File: src/rtl/uart_tx_arbiter.sv
// uart_tx_arbiter: round-robin owner of the single UART TX byte stream.
// Grants one requester at a time and snapshots its fixed-length frame.
// It streams the frame MSB-byte first under valid/ready, then holds an idle gap.
//
// Ports:
//   clk       in   system clock, rising edge
//   reset     in   asynchronous, active-high
//   req       in   [N_REQ]        level requests
//   frame_in  in   [N_REQ*FB*DB]  requester i owns slice i
//   grant     out  [N_REQ]        one-hot owner of the current frame, or zero
//   done      out  one-cycle pulse after the last byte is accepted
//   busy      out  high whenever the arbiter is not idle
//   tx_data   out  [DBITS]        byte to the UART
//   tx_valid  out  tx_data is valid
//   tx_ready  in   UART accepts tx_data this cycle
module uart_tx_arbiter #(
    parameter int N_REQ       = 4,
    parameter int FRAME_BYTES = 18,
    parameter int DBITS       = 8,
    parameter int GAP_CYCLES  = 16
) (
    input  logic                               clk,
    input  logic                               reset,
    input  logic [N_REQ-1:0]                   req,
    input  logic [N_REQ*FRAME_BYTES*DBITS-1:0] frame_in,
    output logic [N_REQ-1:0]                   grant,
    output logic                               done,
    output logic                               busy,
    output logic [DBITS-1:0]                   tx_data,
    output logic                               tx_valid,
    input  logic                               tx_ready
);

    localparam int FW = FRAME_BYTES * DBITS;
    localparam int PW = (N_REQ > 1) ? $clog2(N_REQ) : 1;
    localparam int SW = PW + 1;
    localparam int CW = $clog2(FRAME_BYTES + 1);
    localparam int GW = (GAP_CYCLES > 0) ? $clog2(GAP_CYCLES + 1) : 1;

    typedef enum logic [1:0] {
        S_IDLE,
        S_SEND,
        S_GAP
    } state_t;

    state_t           r_state;
    logic [PW-1:0]    r_ptr;
    logic [FW-1:0]    r_buf;
    logic [CW-1:0]    r_cnt;
    logic [GW-1:0]    r_gcnt;
    logic [N_REQ-1:0] r_grant;
    logic             r_done;
    logic             r_valid;
    logic             r_busy;

    logic [SW-1:0]    w_sum;
    logic [PW-1:0]    w_idx;
    logic             w_found;
    logic [PW-1:0]    w_win;
    logic [PW-1:0]    w_ptr_nxt;
    logic [N_REQ-1:0] w_onehot;
    logic [FW-1:0]    w_slice;
    logic             w_xfer;
    logic             w_last;

    // Search upward from the pointer; the sum is one bit wider than the
    // pointer so the wrap works for any N_REQ, power of two or not.
    always_comb begin
        w_found = 1'b0;
        w_win   = '0;
        w_sum   = '0;
        w_idx   = '0;
        for (int k = 0; k < N_REQ; k++) begin
            w_sum = SW'(r_ptr) + SW'(k);
            if (w_sum >= SW'(N_REQ)) begin
                w_sum = w_sum - SW'(N_REQ);
            end
            w_idx = w_sum[PW-1:0];
            if (!w_found && req[w_idx]) begin
                w_found = 1'b1;
                w_win   = w_idx;
            end
        end
    end

    always_comb begin
        w_slice = '0;
        for (int k = 0; k < N_REQ; k++) begin
            if (w_win == PW'(k)) begin
                w_slice = frame_in[k*FW +: FW];
            end
        end
    end

    assign w_ptr_nxt = (w_win == PW'(N_REQ - 1)) ? '0 : w_win + PW'(1);
    assign w_onehot  = N_REQ'(1) << w_win;
    assign w_xfer    = r_valid && tx_ready;
    assign w_last    = (r_cnt == CW'(FRAME_BYTES - 1));

    always_ff @(posedge clk or posedge reset) begin
        if (reset) begin
            r_state <= S_IDLE;
            r_ptr   <= '0;
            r_buf   <= '0;
            r_cnt   <= '0;
            r_gcnt  <= '0;
            r_grant <= '0;
            r_done  <= 1'b0;
            r_valid <= 1'b0;
            r_busy  <= 1'b0;
        end else begin
            unique case (r_state)
                S_IDLE: begin
                    r_done <= 1'b0;
                    if (w_found) begin
                        r_grant <= w_onehot;
                        r_buf   <= w_slice;
                        r_cnt   <= '0;
                        r_ptr   <= w_ptr_nxt;
                        r_valid <= 1'b1;
                        r_busy  <= 1'b1;
                        r_state <= S_SEND;
                    end else begin
                        r_grant <= '0;
                    end
                end
                S_SEND: begin
                    if (w_xfer) begin
                        // Zeros shift in, so tx_data reads 0 once drained.
                        r_buf <= r_buf << DBITS;
                        r_cnt <= r_cnt + CW'(1);
                        if (w_last) begin
                            // Grant stays with the owner for the done cycle.
                            r_valid <= 1'b0;
                            r_done  <= 1'b1;
                            r_gcnt  <= '0;
                            if (GAP_CYCLES == 0) begin
                                r_busy  <= 1'b0;
                                r_state <= S_IDLE;
                            end else begin
                                r_state <= S_GAP;
                            end
                        end
                    end
                end
                S_GAP: begin
                    // The first GAP cycle is the done cycle; the gap
                    // proper is the GAP_CYCLES cycles after it.
                    r_done  <= 1'b0;
                    r_grant <= '0;
                    if (r_gcnt == GW'(GAP_CYCLES)) begin
                        r_busy  <= 1'b0;
                        r_state <= S_IDLE;
                    end else begin
                        r_gcnt <= r_gcnt + GW'(1);
                    end
                end
                default: begin
                    r_state <= S_IDLE;
                end
            endcase
        end
    end

    assign grant    = r_grant;
    assign done     = r_done;
    assign busy     = r_busy;
    assign tx_valid = r_valid;
    assign tx_data  = r_buf[FW-1 -: DBITS];

endmodule

File: config.mk
export PLATFORM = sky130hd
export DESIGN_NAME = uart_tx_arbiter
export DESIGN_NICKNAME = d
export VERILOG_FILES = /design/src/rtl/uart_tx_arbiter.sv
export SDC_FILE = /design/constraint.sdc
export NUM_CORES = 1
export LEC_CHECK = 0
export ABC_AREA = 1
export CAP_MARGIN = 20
export CORE_AREA = 2 2 232 234
export DETAILED_ROUTE_END_ITERATION = 16
export DIE_AREA = 0 0 234 236
export DONT_BUFFER_PORTS = 1
export GPL_TIMING_DRIVEN = 0
export MAX_ROUTING_LAYER = met4
export PLACE_DENSITY_LB_ADDON = 0.25
export SYNTH_ARGS = -nofsm -noshare
export SYNTH_HDL_FRONTEND = slang
export SYNTH_SLANG_ARGS = --single-unit
File: constraint.sdc
create_clock -name clk -period 6.9 [get_ports clk]
set_input_delay 1.38 -clock clk [delete_from_list [all_inputs] [get_ports clk]]
set_output_delay 1.38 -clock clk [all_outputs]
set_load 0.05 [all_outputs]
==> reports/qor.log, run 1 <==
[sta] max_slew headroom 19.8%
[global_route] Overflow after GRT 0
[cells_and_area] Filler cells 6111
[placed_design] GPL Wtd Cong 0.963
[synthesis] average cell area after synthesis 6.30 um^2
[outcome] status finished, final reports clean
[synthesis] synthesized area 12100 um^2
[synthesis] flip-flop and latch count after synthesis 165
[sta] total of endpoints with negative setup slack in the final report 0
[setup_path] crit path capture type flop
[global_route] vias in the first global route 13700
[clock_tree] clk_lat worst skew 460 ps
[setup_path] crit path buf inv count 5
[placed_design] detailed-placement wirelength estimate 52900 um
[sta] post-layout worst setup margin 1910 ps
[clock_tree] clock tree from TritonCTS built
[sta] highest attainable clock frequency 200 MHz
[cells_and_area] most frequent cells in the layout sky130_fd_sc_hd__nand2_1, sky130_fd_sc_hd__o21ai_0, sky130_fd_sc_hd__a21oi_1
[floorplanning] IO Count 598
[power_and_ir_drop] power per cell area 179 nW/um^2
[sta] Worst Clk Skew 10.7 ps
[global_route] initial antenna violation count 10
[sta] measured slew at the worst slew-check pin 1200 ps
[cells_and_area] area grow syn2layout 13.0%
[synthesis] Netlist cell types 33
[clock_tree] clock transition at the register clock pins on the worst setup and hold paths after CTS 60 ps
[route] Avg WL per Cell 25.0 um
[clock_tree] worst-case clock buffer depth 2
[synthesis] Synthesized Nets 2518
[run] maximum capacitance violations 0
[placed_design] Post-Place Setup Slack 1260 ps
[synthesis] number of warnings issued by yosys 0
[floorplanning] number of core rows 85
[clock_tree] Root Buffer Master sky130_fd_sc_hd__clkbuf_16
[cells_and_area] nets 2541
[setup_path] cell family contributing the most delay on the critical path buffers and inverters
[placed_design] number of buffers added on ports 0
[global_route] largest net degree at the start of global routing 110
[setup_path] crit-path max FO 10
[setup_path] ordered list of cells on the worst path inv_1 -> nand2_1 -> nand3_1 -> nand2_2 -> nor2_4 -> nand4_1 -> nand3_1 -> nand2_1 -> inv_1 -> ha_1 -> buf_2 -> buf_2 -> clkbuf_1 -> a21oi_1 -> o21ai_0 -> nand3_1 -> o21ai_1
[clock_tree] Clock H-tree levels 4
[cells_and_area] fraction of layout cells with a size suffix above 1 6.02%
[cells_and_area] most common library cell in the layout ignoring fill and taps sky130_fd_sc_hd__nand2_1
[sta] unrepaired setup endpoints after global routing no
[power_and_ir_drop] Peak VDD IR 0.147 mV
[route] total iterations of the first detailed-routing run 6
[clock_tree] Clock Sink Count 165
[power_and_ir_drop] total power 2460 uW
[setup_path] Crit Path Class in2reg
[route] ANT nets after route 0
[synthesis] gate count of the mapped netlist 1927
[global_route] wire length of the first global-routing pass 92300 um
[sta] number of hold-slack violations in the final timing report 0
[cells_and_area] multi-input gate area in the final layout 7080 um^2
[cells_and_area] FF/Latch Area 4130 um^2
[clock_tree] number of buffers inserted by post-CTS setup repair 0
[setup_path] slowest library cell on the worst path sky130_fd_sc_hd__clkbuf_1
[setup_path] cell occurring most often along the worst timing path sky130_fd_sc_hd__nand3_1
[route] detailed-route DRC error count 0
[global_route] combined global-route utilization of all metal layers 24.2%
[setup_path] critical path's largest stage delay 700 ps
[floorplanning] width of the die 234 um
[clock_tree] post-CTS resize count 0
[setup_path] kind of start point of the critical path input pin
[power_and_ir_drop] leakage power total 0.00560 uW
[floorplanning] core region area 53100 um^2
[sta] max-slew violation count 0
[route] total wire length after detailed routing 66700 um
[route] via count 13800
[clock_tree] Hold-fix buffers, CTS 0
[floorplanning] Die ar. 55200 um^2
[worst_hold_path] kind of path behind the tightest hold check reg2reg
[setup_path] critical path data required time 7290 ps
[placed_design] post-detailed-placement cell area 13100 um^2
[sta] Final min period 4990 ps
[route] number of DRC violations after detailed-routing iteration 0 950
[route] average vias per placed instance 5.17
[clock_tree] total CTS buffers 17
[floorplanning] die height 236 um
[setup_path] arrival time at the worst endpoint 5380 ps
[cells_and_area] post-route design area 13700 um^2
[sta] portion of the clock cycle consumed by the worst path in the final layout 72.3%
[synthesis] share of the yosys chip area belonging to registers 34.0%
[floorplanning] effective utilization at floorplan 22.9%
[where the power goes]
part / internal (uW) / switching [uW] / total [uW]
sequential: 967 / 0 / 967
combinational: 121 / 349 / 469
clock: 597 / 421 / 1020
[synthesized netlist by cell type, drive strengths merged]
| master | n | share of area (%) |
|---|---|---|
| nand3 | 107 | 4.4 |
| inv | 24 | 0.76 |
| a31oi | 1 | 0.052 |
| a22oi | 8 | 0.49 |
| nor2 | 148 | 4.7 |
| nor3 | 1 | 0.041 |
| dfrtp | 165 | 34 |
| nand2 | 650 | 20 |
| buf | 75 | 4.2 |
| a31o | 1 | 0.072 |
| a21o | 16 | 0.99 |
| ha | 8 | 0.82 |
| o31ai | 1 | 0.062 |
| xor2 | 4 | 0.29 |
| nand4 | 4 | 0.33 |
| and2 | 1 | 0.052 |
| a21oi | 203 | 8.4 |
| clkbuf | 91 | 2.8 |
| o21ai | 409 | 17 |
| or2 | 10 | 0.52 |
[logic make-up after synthesis]
family	synth area share, %
buf+inv	7.73
fa+ha+maj	0.824
flops	34.0
simple gates	30.3
xor+xnor	0.288
compound gates	26.9
[worst register-to-register path: cells and delay by family (launching register included)]
family | cells | cell delay, ps
AOI/OAI and AO/OA | 3 | 420
DFF | 1 | 380
adders and majority gates | 1 | 570
buffers and inverters | 6 | 2180
and+or+nand+nor | 8 | 1020
[per-stage QoR]
stage	hold slack [ps]	setup TNS (ps)	instances	util (%)
after detailed placement	466	0	2627	24.7
final	485	0	2665	25.9
after global routing	507	0	2663	25.9
after CTS	487	0	2657	25.8
after floorplan	444	0	1927	-
after global placement	464	-186660	2623	24.5
[final timing paths]
check / depth (start not counted) / slack, ps / endpoint / from
max: 17 / 1910 / r_buf[1] / req[3]
max reg2reg: 18 / 2240 / r_buf[1] / r_ptr[0]
min in group asynchronous: 1 / 770 / r_buf[22] / reset
max in group asynchronous: 2 / 5080 / r_buf[83] / reset
min reg2reg: 2 / 480 / r_buf[9] / r_buf[9]
min: 2 / 480 / r_buf[9] / r_buf[9]
[final cells by class]
| class | instances | share of cell area [%] |
|---|---|---|
| clock buffer | 19 | 3.15 |
| antenna | 8 | 0.146 |
| sequential | 165 | 30.1 |
| buffer | 166 | 6.17 |
| inverter | 24 | 0.729 |
| timing repair buffer | 4 | 0.620 |
| tap | 696 | 6.34 |
| multi-input combinational | 1572 | 51.6 |
| clock inverter | 11 | 1.17 |
[routing by layer]
| metal | wire length (um) | track usage [%] | part of all wire (%) | up-vias |
|---|---|---|---|---|
| li1 | - | - | - | 6472 |
| met1 | 28800 | 29.7 | 43 | 6528 |
| met2 | 31100 | 38.3 | 47 | 680 |
| met3 | 4400 | 4.93 | 6.6 | 104 |
| met4 | 2310 | 10.4 | 3.5 | 0 |
| met5 | 0 | - | 0 | - |
[flip-flops by register name, indices dropped and copies added (netlist names)]
register,count
tx_valid,1
r_buf,144
grant,4
r_gcnt,5
r_cnt,5
r_state,2
r_ptr,2
busy,1
done,1
Power figures use the tool's default switching activity.
==> run 2, diff against run 1 <==
==> constraint.sdc (replaced) <==
create_clock -name clk -period 4.65 [get_ports clk]
set_input_delay 0.93 -clock clk [delete_from_list [all_inputs] [get_ports clk]]
set_output_delay 0.93 -clock clk [all_outputs]
set_load 0.05 [all_outputs]
==> reports/qor.log, run 2 (synthesis gave the netlist of run 1 again) <==
[route] detailed-route DRC error count 0 [unchanged]
[placed_design] GPL Wtd Cong 0.938 [-2.6%]
[placed_design] Cell Count Post-Placement 2630 [+0.11%]
[global_route] met3 GRT Util 5.14% [+0.21 points]
[global_route] vias in the first global route 13900 [+2.0%]
[cells_and_area] Filler cells 6147 [+0.59%]
[route] total wire length after detailed routing 66900 um [+0.32%]
[global_route] combined global-route utilization of all metal layers 24.4% [+0.16 points]
[run] maximum capacitance violations 0 [unchanged]
[global_route] initial antenna violation count 23 [+13]
[clock_tree] number of buffers inserted by post-CTS setup repair 0 [unchanged]
[sta] unrepaired setup endpoints after global routing no
[setup_path] crit-path max FO 10 [unchanged]
[cells_and_area] largest register by flop count r_buf
[outcome] status finished, final reports clean
[clock_tree] Hold-fix buffers, CTS 0 [unchanged]
[setup_path] crit path capture type flop
[route] total iterations of the first detailed-routing run 5 [-1]
[clock_tree] total CTS buffers 17 [unchanged]
[floorplanning] number of core rows 85 [unchanged]
[floorplanning] width of the die 234 um [unchanged]
[cells_and_area] multi-input gate area in the final layout 7080 um^2 [about the same]
[clock_tree] Clock H-tree levels 4 [unchanged]
[floorplanning] core region area 53100 um^2 [unchanged]
[floorplanning] Die ar. 55200 um^2 [unchanged]
[route] average vias per placed instance 5.17 [about the same]
[sta] number of hold-slack violations in the final timing report 0 [unchanged]
[sta] highest attainable clock frequency 234 MHz
[cells_and_area] nets 2544 [+0.12%]
[clock_tree] Root Buffer Master sky130_fd_sc_hd__clkbuf_16
[global_route] wire length of the first global-routing pass 93500 um [+1.3%]
[setup_path] critical path data required time 5020 ps [-2270 ps]
[setup_path] kind of start point of the critical path flop
[global_route] Overflow after GRT 0 [unchanged]
[clock_tree] Clock Sink Count 165 [unchanged]
[power_and_ir_drop] Peak VDD IR 0.210 mV [+43%]
[clock_tree] clock transition at the register clock pins on the worst setup and hold paths after CTS 80 ps [+20 ps]
[setup_path] reg-to-reg slack, setup 380 ps [-1860 ps]
[placed_design] number of buffers added on ports 0 [unchanged]
[cells_and_area] most frequent cells in the layout sky130_fd_sc_hd__nand2_1, sky130_fd_sc_hd__o21ai_0, sky130_fd_sc_hd__a21oi_1
[power_and_ir_drop] power per cell area 269 nW/um^2 [+50%]
[route] number of DRC violations after detailed-routing iteration 0 1017 [+7.1%]
[sta] portion of the clock cycle consumed by the worst path in the final layout 91.8%
[sta] max_slew headroom 30.4% [+11 points]
[sta] total of endpoints with negative setup slack in the final report 0 [unchanged]
[cells_and_area] final design utilization 26.1% [+0.24 points]
[floorplanning] die height 236 um [unchanged]
[clock_tree] clk_lat worst skew 450 ps [about the same]
[cells_and_area] flip-flop count of the largest register, all copies and words added 144 [unchanged]
[setup_path] Crit Path Class reg2reg
[power_and_ir_drop] leakage power total 0.00565 uW [+0.92%]
[sta] measured slew at the worst slew-check pin 1040 ps [-158 ps]
[clock_tree] clock tree from TritonCTS built
[global_route] global routing usage on met2 38.7% [+0.36 points]
[sta] Final min period 4270 ps
[cells_and_area] biggest regs r_buf x144, r_cnt x5, r_gcnt x5
[clock_tree] worst-case clock buffer depth 2 [unchanged]
[floorplanning] IO Count 598 [unchanged]
[route] Avg WL per Cell 25.0 um [-0.20%]
[cells_and_area] count of non-filler cells in the finished layout 2679 [+0.53%]
[route] ANT nets after route 0 [unchanged]
[setup_path] arrival time at the worst endpoint 4640 ps [-740 ps]
[cells_and_area] fraction of layout cells with a size suffix above 1 6.51% [+0.49 points]
[floorplanning] effective utilization at floorplan 22.9% [unchanged]
[global_route] met1 track utilization from global routing 29.6% [-0.10 points]
[sta] Worst Clk Skew 16.6 ps [+5.92 ps]
[sta] max-slew violation count 0 [unchanged]
[placed_design] detailed-placement wirelength estimate 54000 um [+2.1%]
[cells_and_area] most common library cell in the layout ignoring fill and taps sky130_fd_sc_hd__nand2_1
[worst_hold_path] kind of path behind the tightest hold check in2async
[route] via count 13900 [+0.54%]
[global_route] largest net degree at the start of global routing 43 [-61%]
[cells_and_area] area grow syn2layout 14.1%
[global_route] most used routing layer met2
[cells_and_area] FF/Latch Area 4130 um^2 [unchanged]
-- run 2: what timing repair did --
action	CTS	global route
cloned	0	0
gates resized for setup	1	4
endpoints found under the setup margin	10	54
pin swaps	0	0
-- run 2: path summary, 6_finish.rpt --
path | startpoint | end | cells past startpoint
min reg2reg | r_buf[37] | r_buf[37] | 2
max in group asynchronous | reset | r_buf[17] | 3
min | reset | r_gcnt[4] | 1
max | r_ptr[0] | r_buf[111] | 19
max reg2reg | r_ptr[0] | r_buf[111] | 19
min in group clk | r_buf[37] | r_buf[37] | 2
-- run 2: report_power, final --
part | switching [uW] | total, uW | internal (uW)
clock network | 659 | 1600 | 938
logic | 514 | 698 | 183
registers | 0 | 1430 | 1430
total | 1170 | 3730 | 2560
-- run 2: layout make-up --
class,instances,area share [%]
diodes,17,0.307
plain buffers,166,6.13
clock buffers,19,3.27
clock inverters,13,1.39
inverters,24,0.695
multi-input cells,1572,51.1
flip-flops and latches,165,29.8
well taps,696,6.28
repair buffers,7,0.993
-- run 2: metal layers --
| metal | wire [um] | vias to the layer above |
|---|---|---|
| met5 | 0 | - |
| li1 | - | 6520 |
| met2 | 30800 | 685 |
| met3 | 4990 | 110 |
| met4 | 2930 | 0 |
| met1 | 28100 | 6543 |
-- run 2: metrics by stage --
step	total power [uW]	cell area (um^2)	setup TNS (ps)	hold WS (ps)	worst slack, ps
2_1_floorplan	1880	12200	0	444	1520
3_3_place_gp	2140	13000	-54040	462	-734
3_5_place_dp	2160	13200	-14690	468	-577
4_1_cts	3770	13800	0	337	37.4
5_1_grt	3930	13900	0	346	40.2
6_report	3730	13900	0	355	381
-- run 2: worst max-delay path, stage by stage, from the launching register on --
cell	delay [ps]
sky130_fd_sc_hd__dfrtp_1	380
sky130_fd_sc_hd__buf_6	140
sky130_fd_sc_hd__inv_4	80
sky130_fd_sc_hd__nand2_1	70
sky130_fd_sc_hd__nand3_1	100
sky130_fd_sc_hd__nand2_2	90
sky130_fd_sc_hd__nor2_4	180
sky130_fd_sc_hd__nand3_1	160
sky130_fd_sc_hd__nand3_1	190
sky130_fd_sc_hd__inv_1	80
sky130_fd_sc_hd__ha_1	230
sky130_fd_sc_hd__nor2_2	540
sky130_fd_sc_hd__buf_8	220
sky130_fd_sc_hd__clkbuf_1	680
sky130_fd_sc_hd__nand2_1	220
sky130_fd_sc_hd__nand2_1	100
sky130_fd_sc_hd__o21ai_0	90
sky130_fd_sc_hd__o21ai_0	210
sky130_fd_sc_hd__o21ai_0	240
sky130_fd_sc_hd__o21ai_1	190
